--- src/rtl/addsub_digit_serial.sv ---
`default_nettype none
// ============================================================================
// Module   : addsub_digit_serial
// Purpose  : Digit-serial adder/subtractor. It adds or subtracts one
//            DIGIT-bit slice per cycle, least-significant slice first, with
//            valid/ready handshakes on both the operand and result sides.
//            The result takes WIDTH/DIGIT cycles after the operands are
//            accepted.
// Ports    : clk, rst_n (async, active-low)
//            in_valid/in_ready  - operand handshake (a, b, m)
//            m                  - 0: a+b, 1: a-b (b inverted, carry-in 1)
//            out_valid/out_ready- result handshake (s, c_out, v, z)
//            c_out              - carry out of MSB (subtract: 1 = no borrow)
//            v                  - signed overflow, z - result is zero
// Options  : `define ADDSUB_SAT_EN to saturate s on signed overflow
// Revision : 1.0 - initial release
// ============================================================================
module addsub_digit_serial #(
  parameter int WIDTH = 16,
  parameter int DIGIT = 4
) (
  input  logic             clk,
  input  logic             rst_n,
  input  logic             in_valid,
  output logic             in_ready,
  input  logic [WIDTH-1:0] a,
  input  logic [WIDTH-1:0] b,
  input  logic             m,
  output logic             out_valid,
  input  logic             out_ready,
  output logic [WIDTH-1:0] s,
  output logic             c_out,
  output logic             v,
  output logic             z
);

  localparam int            NDIG     = WIDTH / DIGIT;
  localparam int            CW       = (NDIG > 1) ? $clog2(NDIG) : 1;
  localparam logic [CW-1:0] LAST_DIG = CW'(NDIG - 1);

  typedef enum logic [1:0] {
    IDLE = 2'd0,
    RUN  = 2'd1,
    DONE = 2'd2
  } state_t;

  state_t           state_q, state_d;
  logic [WIDTH-1:0] a_q, a_d, b_q, b_d;
  logic [WIDTH-1:0] res_q, res_d;
  logic [WIDTH-1:0] s_q, s_d;
  logic             m_q, m_d, carry_q, carry_d;
  logic             c_out_q, c_out_d, v_q, v_d, z_q, z_d;
  logic [CW-1:0]    cnt_q, cnt_d;

  logic [DIGIT-1:0] w_a_sl, w_b_sl;
  logic [DIGIT:0]   w_sum;
  logic [WIDTH-1:0] w_res_full, w_s_final;
  logic             w_cin_msb, w_v;

  // Slice datapath: one DIGIT-bit ripple add per cycle.
  always_comb begin
    w_a_sl     = a_q[cnt_q*DIGIT +: DIGIT];
    w_b_sl     = b_q[cnt_q*DIGIT +: DIGIT] ^ {DIGIT{m_q}};
    w_sum      = {1'b0, w_a_sl} + {1'b0, w_b_sl} + {{DIGIT{1'b0}}, carry_q};
    w_res_full = res_q;
    w_res_full[cnt_q*DIGIT +: DIGIT] = w_sum[DIGIT-1:0];
    // Carry into the MSB is recovered from the MSB sum bit and its operand
    // bits, so this works for any DIGIT (including DIGIT = 1).
    w_cin_msb  = w_res_full[WIDTH-1] ^ a_q[WIDTH-1] ^ b_q[WIDTH-1] ^ m_q;
    w_v        = w_cin_msb ^ w_sum[DIGIT];
`ifdef ADDSUB_SAT_EN
    // The overflowed result's true sign always matches operand A's sign.
    if (w_v) begin
      w_s_final = a_q[WIDTH-1] ? {1'b1, {(WIDTH-1){1'b0}}}
                               : {1'b0, {(WIDTH-1){1'b1}}};
    end else begin
      w_s_final = w_res_full;
    end
`else
    w_s_final = w_res_full;
`endif
  end

  always_comb begin
    state_d = state_q;
    a_d     = a_q;
    b_d     = b_q;
    m_d     = m_q;
    carry_d = carry_q;
    cnt_d   = cnt_q;
    res_d   = res_q;
    s_d     = s_q;
    c_out_d = c_out_q;
    v_d     = v_q;
    z_d     = z_q;
    unique case (state_q)
      IDLE: begin
        if (in_valid) begin
          a_d     = a;
          b_d     = b;
          m_d     = m;
          carry_d = m;
          cnt_d   = '0;
          state_d = RUN;
        end
      end
      RUN: begin
        res_d   = w_res_full;
        carry_d = w_sum[DIGIT];
        cnt_d   = cnt_q + 1'b1;
        if (cnt_q == LAST_DIG) begin
          cnt_d   = '0;
          s_d     = w_s_final;
          c_out_d = w_sum[DIGIT];
          v_d     = w_v;
          z_d     = (w_s_final == '0);
          state_d = DONE;
        end
      end
      DONE: begin
        if (out_ready) begin
          state_d = IDLE;
        end
      end
      default: state_d = IDLE;
    endcase
  end

  always_ff @(posedge clk or negedge rst_n) begin
    if (!rst_n) begin
      state_q <= IDLE;
      a_q     <= '0;
      b_q     <= '0;
      m_q     <= 1'b0;
      carry_q <= 1'b0;
      cnt_q   <= '0;
      res_q   <= '0;
      s_q     <= '0;
      c_out_q <= 1'b0;
      v_q     <= 1'b0;
      z_q     <= 1'b0;
    end else begin
      state_q <= state_d;
      a_q     <= a_d;
      b_q     <= b_d;
      m_q     <= m_d;
      carry_q <= carry_d;
      cnt_q   <= cnt_d;
      res_q   <= res_d;
      s_q     <= s_d;
      c_out_q <= c_out_d;
      v_q     <= v_d;
      z_q     <= z_d;
    end
  end

  // in_ready is held low while reset is asserted so every output reads 0.
  assign in_ready  = (state_q == IDLE) & rst_n;
  assign out_valid = (state_q == DONE);
  assign s         = s_q;
  assign c_out     = c_out_q;
  assign v         = v_q;
  assign z         = z_q;

endmodule
`default_nettype wire

--- config.mk ---
export PLATFORM = sky130hd
export DESIGN_NAME = addsub_digit_serial
export DESIGN_NICKNAME = d
export VERILOG_FILES = /design/src/rtl/addsub_digit_serial.sv
export SDC_FILE = /design/constraint.sdc
export NUM_CORES = 1
export LEC_CHECK = 0
export CAP_MARGIN = 10
export CORE_ASPECT_RATIO = 2
export CORE_MARGIN = 1.5
export CORE_UTILIZATION = 49
export CTS_CLUSTER_DIAMETER = 200
export DETAILED_ROUTE_END_ITERATION = 8
export PLACE_DENSITY = 0.78
export SLEW_MARGIN = 30
export SYNTH_ARGS = -nofsm -noshare
export SYNTH_HDL_FRONTEND = slang
export SYNTH_SLANG_ARGS = --single-unit
--- constraint.sdc ---
create_clock -name clk -period 3.6 [get_ports clk]
set_input_delay 0.54 -clock clk [delete_from_list [all_inputs] [get_ports clk]]
set_output_delay 0.54 -clock clk [all_outputs]
set_load 0.03 [all_outputs]
Word-level counts from Yosys, hierarchy flattened
Index checks and enable logic that the tools add are counted.
{ "classes": {"muxes": 10, "n_bitwise": 6, "reduce_logical": 7, "n_shift": 4, "add_sub_neg": 4, "n_eq_ne": 6} }
{ "ops": {"columns": ["operator", "n"], "rows": [
  ["$neg 4->34", 1],
  ["$shift 4x34->16 const A", 1],
  ["$shiftx 4x34->16", 1],
  ["$shiftx 16x5->4", 2],
  ["$bwmux 16", 1],
  ["$logic_not 16->1", 1],
  ["$mux 2", 5],
  ["$pmux 2 s3", 1],
  ["$reduce_and 2->1", 3],
  ["$add 4x4->5", 1],
  ["$add 5x1->5", 1],
  ["$eq 2x2->1 const B", 2],
  ["$ne 2x2->1 const B", 2],
  ["$pmux 2 s2", 1],
  ["$xor 1x1->1", 4],
  ["$xor 4x4->4", 1],
  ["$reduce_and 3->1", 1],
  ["$add 2x1->2 const B", 1],
  ["$eq 2x1->1 const B", 1],
  ["$logic_not 2->1", 1],
  ["$ne 2x1->1 const B", 1],
  ["$pmux 1 s2", 1],
  ["$reduce_bool 2->1", 1],
  ["$and 1x1->1", 1],
  ["$mux 1", 1]
]} }
{ "word_totals": {"in_bits": 37, "out_inout_bits": 21, "elab_cells": 48, "reg_bits": 73} }

Logic depth before layout (Yosys ltp)
{ "logic_depth": {"ltp_word": 10, "ltp_mapped": 11, "ltp_nobuf": 9} }

Worst setup path before layout
No wires, ideal clock.
{ "synth_timing": {"path_type": "reg2reg", "startpoint": "reg cnt_q[0]", "endpoint": "reg z_q, in the netlist z", "path_slack_ns": 0.382, "stages_incl_launch_ff": 11, "arrival_ns": 3.152, "setup_time_ns": 0.066, "path_buffers": 1, "t_required_ns": 3.534, "synth_period_minus_slack_ns": 3.218, "cell_sequence": "dfrtp_1 > buf_6 > mux4_2 > xnor2_1 > fa_1 > fa_1 > xor2_2 > nor2_2 > or4_4 > nor4_2 > a32o_2"} }
{ "synth_via": {"elab_chain_cells": 7, "word_cells_on_any_way": 12, "classes_between": "3 x add/sub; 1 x eq/ne; 4 x shift; 1 x mux; 1 x bitwise; 2 x reduce/logical"} }
{ "synth_lines": {"columns": ["element", "line", "rtl"], "rows": [
  ["from (decl)", "53", "logic [CW-1:0] cnt_q, cnt_d;"],
  ["from (signal assigned)", "148", "cnt_q <= cnt_d;"],
  ["$shiftx 16x5->4", "63", "w_b_sl = b_q[cnt_q*DIGIT +: DIGIT] ^ {DIGIT{m_q}};"],
  ["$xor 4x4->4", "63", null],
  ["$add 4x4->5", "64", "w_sum = {1'b0, w_a_sl} + {1'b0, w_b_sl} + {{DIGIT{1'b0}}, carry_q};"],
  ["$add 5x1->5", "64", null],
  ["$shiftx 4x34->16", "66", "w_res_full[cnt_q*DIGIT +: DIGIT] = w_sum[DIGIT-1:0];"],
  ["$bwmux 16", "66", null],
  ["$logic_not 16->1", "116", "z_d = (w_s_final == '0);"],
  ["to (signal assigned)", "153", "z_q <= z_d;"],
  ["to (decl)", "52", "logic c_out_q, c_out_d, v_q, v_d, z_q, z_d;"]
]} }
Parallel ways exist; a longest one is shown, timed or not.
A chain may end at the register's enable or synchronous reset.

Final worst setup path
Ends and elaborated chain as after synthesis.

==> impl_metrics.env <==
export IMPL_drive_above_1_share_pct=20.9
export IMPL_cp_startpoint="cnt_q[0]$_DFFE_PN0P_"
export IMPL_fin_ws_ns=0.403
export IMPL_portBuffers=57
export IMPL_core_region_area_um2=6990
export IMPL_cts_root_buf="clkbuf_16"
export IMPL_ant_nets=0
export IMPL_synth_main_ff_cell="dfrtp_1"
export IMPL_finalHoldViolations=0
export IMPL_rsz0062_at_grt="false"
export IMPL_finalCritPeriodShare_pct=88.8
export IMPL_fillerInstances=565
export IMPL_ys_ff_latch=73
export IMPL_drtPass1Iterations=4
export IMPL_critical_path_class="reg -> reg"
export IMPL_min_period_ns=3.20
export IMPL_ioPinCount=58
export IMPL_fin_skew_ns=0.00612
export IMPL_worstRegToRegCells=10
export IMPL_die_y_um=124
export IMPL_fin_nets=407
export IMPL_cts_resized=0
export IMPL_clk_pin_slew_ns=0.06
export IMPL_drv_cap=0
export IMPL_max_freq_mhz=313
export IMPL_end_kind="flip-flop"
export IMPL_post_cts_buffers=0
export IMPL_holdCritPathClass="in -> async"
export IMPL_maxSlewHeadroom_pct=51.9
export IMPL_antennaDiodeCount=0
export IMPL_clock_sinks=73
export IMPL_final_setup_tns_ns=0
export IMPL_fin_util_pct=65.0
export IMPL_gp_congestion=0.893
export IMPL_synth_edf_count=0
export IMPL_multi_input_area_um2=1620
export IMPL_ys_seq_area_share_pct=51.1
export IMPL_synth_warnings=0
export IMPL_drc=0
export IMPL_ff_latch_area_um2=1830
export IMPL_setup_viol=0
export IMPL_grt_usage_pct=23.5
export IMPL_h_tree_depth=3
export IMPL_rows=43
export IMPL_crit_fanout=21
export IMPL_via_per_inst=5.73
export IMPL_netlist_area_leader_share_pct=51.1
export IMPL_synthesis_nets=348
export IMPL_clk_latency_ns=0.34
export IMPL_globalRoute_totalOverflow=0
export IMPL_area_delta_synth_final_pct=27.0
export IMPL_cp_num_cells=10
export IMPL_synth_area_um2=3580
export IMPL_cts_tree="done"
export IMPL_synth_most_common_cell="dfrtp_1"
export IMPL_num_vias=2601
export IMPL_start_util_pct=51.1
export IMPL_synth_cells=300
export IMPL_ctsHoldBuffers=0
export IMPL_synth_area_leaders="dfrtp_1, mux2_2, mux4_2, o21ai_0, nand2_1"
export IMPL_worstPathBufferInverterCount=2
export IMPL_crit_required_ns=3.88
export IMPL_first_iter_violations=91
export IMPL_crit_chain="buf_4 -> mux4_2 -> xor2_1 -> inv_1 -> fa_1 -> xor2_2 -> nor2_2 -> or4_4 -> nor4_2 -> a32o_2"
export IMPL_ys_types=51
export IMPL_async_flop_share_pct=100
export IMPL_avgSynthCellArea_um2=11.9
export IMPL_critical_path_slowest_cell="mux4_2"
export IMPL_path_delay_family="simple AND/OR/NAND/NOR gates"
export IMPL_hpwl_um=6130
export IMPL_avgRoutedWirePerCell_um=17.7
export IMPL_start_kind="flip-flop"
export IMPL_synth_common_cells="dfrtp_1, mux2_2, nand2_1"
export IMPL_critPathMaxStageDelay_ns=0.54
export IMPL_cts_buffers=9
export IMPL_r2r_start="cnt_q[0]$_DFFE_PN0P_"
export IMPL_place_ws_ns=0.393
export IMPL_grt_pass1_vias=2847
export IMPL_grt_start_max_net_pins=60
export IMPL_maxSlewViolCount=0
export IMPL_arrival_ns=3.48
export IMPL_status="finished, final reports clean"
export IMPL_grt_first_pass_wirelength_um=13600
export IMPL_dieWidth_um=63.4
export IMPL_dieArea_um2=7850
export IMPL_timing_worst_slew_pin_value_ns=0.722
export IMPL_cts_buffer_depth=2
export IMPL_routed_wl_um=8030
export IMPL_synth_top_area_cell="dfrtp_1"
export IMPL_antenna_found_initial=0
-- registers in the layout, indices dropped and copies added (netlist names) --
name     cells
a_q         16
b_q         16
res_q       16
s           16
cnt_q        2
state_q      2
c_out        1
carry_q      1
m_q          1
v            1
z            1
-- stage by stage --
| stage | instances | hold WS, ns | cell area (um2) |
|---|---|---|---|
| 2_1_floorplan | 300 | 0.244 | 3580 |
| 3_3_place_gp | 438 | 0.455 | 4230 |
| 3_5_place_dp | 438 | 0.467 | 4230 |
| 4_1_cts | 454 | 0.125 | 4540 |
| 5_1_grt | 454 | 0.145 | 4540 |
| 6_report | 454 | 0.118 | 4540 |
-- cells by family after synthesis --
kind of cell	count (synthesis)	share of synthesized area (%)
AOI/OAI and AO/OA	69	12.8
xor gates and xnor gates	8	2.17
adders and majority gates	11	4.27
buffers and inverters	29	3.74
DFF	73	51.1
muxes	41	15.4
and+or+nand+nor	69	10.5
-- layout make-up --
type	instances	area share, %
flip-flops and latches	73	40.2
multi-input cells	198	35.7
repair buffers	64	13.6
clock buffers	12	5.86
well taps	90	2.48
clock inverters	4	1.10
inverters	13	1.07
-- final timing paths --
check	endpoint	slack (ns)
max in group asynchronous	res_q[12]$_DFFE_PN0P_	2.42
setup reg to reg	z$_DFFE_PN0P_	0.40
min in group clk	s[7]$_DFFE_PN0P_	0.47
setup / recovery	z$_DFFE_PN0P_	0.40
hold reg to reg	s[7]$_DFFE_PN0P_	0.47
hold / removal	b_q[11]$_DFFE_PN0P_	0.12
-- cell usage in the layout, fill, tap and decap left out, types with 2 or more instances in the layout --
| cell | n |
|---|---|
| buf_4 | 7 |
| o21ai_1 | 2 |
| nand2b_1 | 3 |
| clkinvlp_4 | 2 |
| or3_1 | 2 |
| xor2_1 | 4 |
| nor2b_1 | 5 |
| nor3_1 | 5 |
| a21oi_1 | 9 |
| xnor2_1 | 3 |
| inv_1 | 13 |
| dfrtp_1 | 73 |
| clkbuf_16 | 9 |
| nor4bb_1 | 2 |
| a22oi_1 | 9 |
| fa_1 | 2 |
| mux4_2 | 8 |
| o21ai_0 | 25 |
| clkdlybuf4s50_1 | 56 |
| a22o_1 | 9 |
| nand2_1 | 32 |
| o31ai_1 | 4 |
| ha_1 | 9 |
| nor4_1 | 2 |
| clkbuf_8 | 3 |
| nor2_1 | 5 |
| a32o_1 | 2 |
| mux2_2 | 33 |
-- metal layers --
layer	vias up	track usage, %	routed length, um
met2	69	43.9	4660
met1	1293	22.4	2710
met4	0	15.1	394
li1	1205	-	-
met3	34	5.87	273
met5	-	0	0
Power is not shown: default switching activity piles up to over one toggle a cycle in this logic, so the estimate is an artifact.
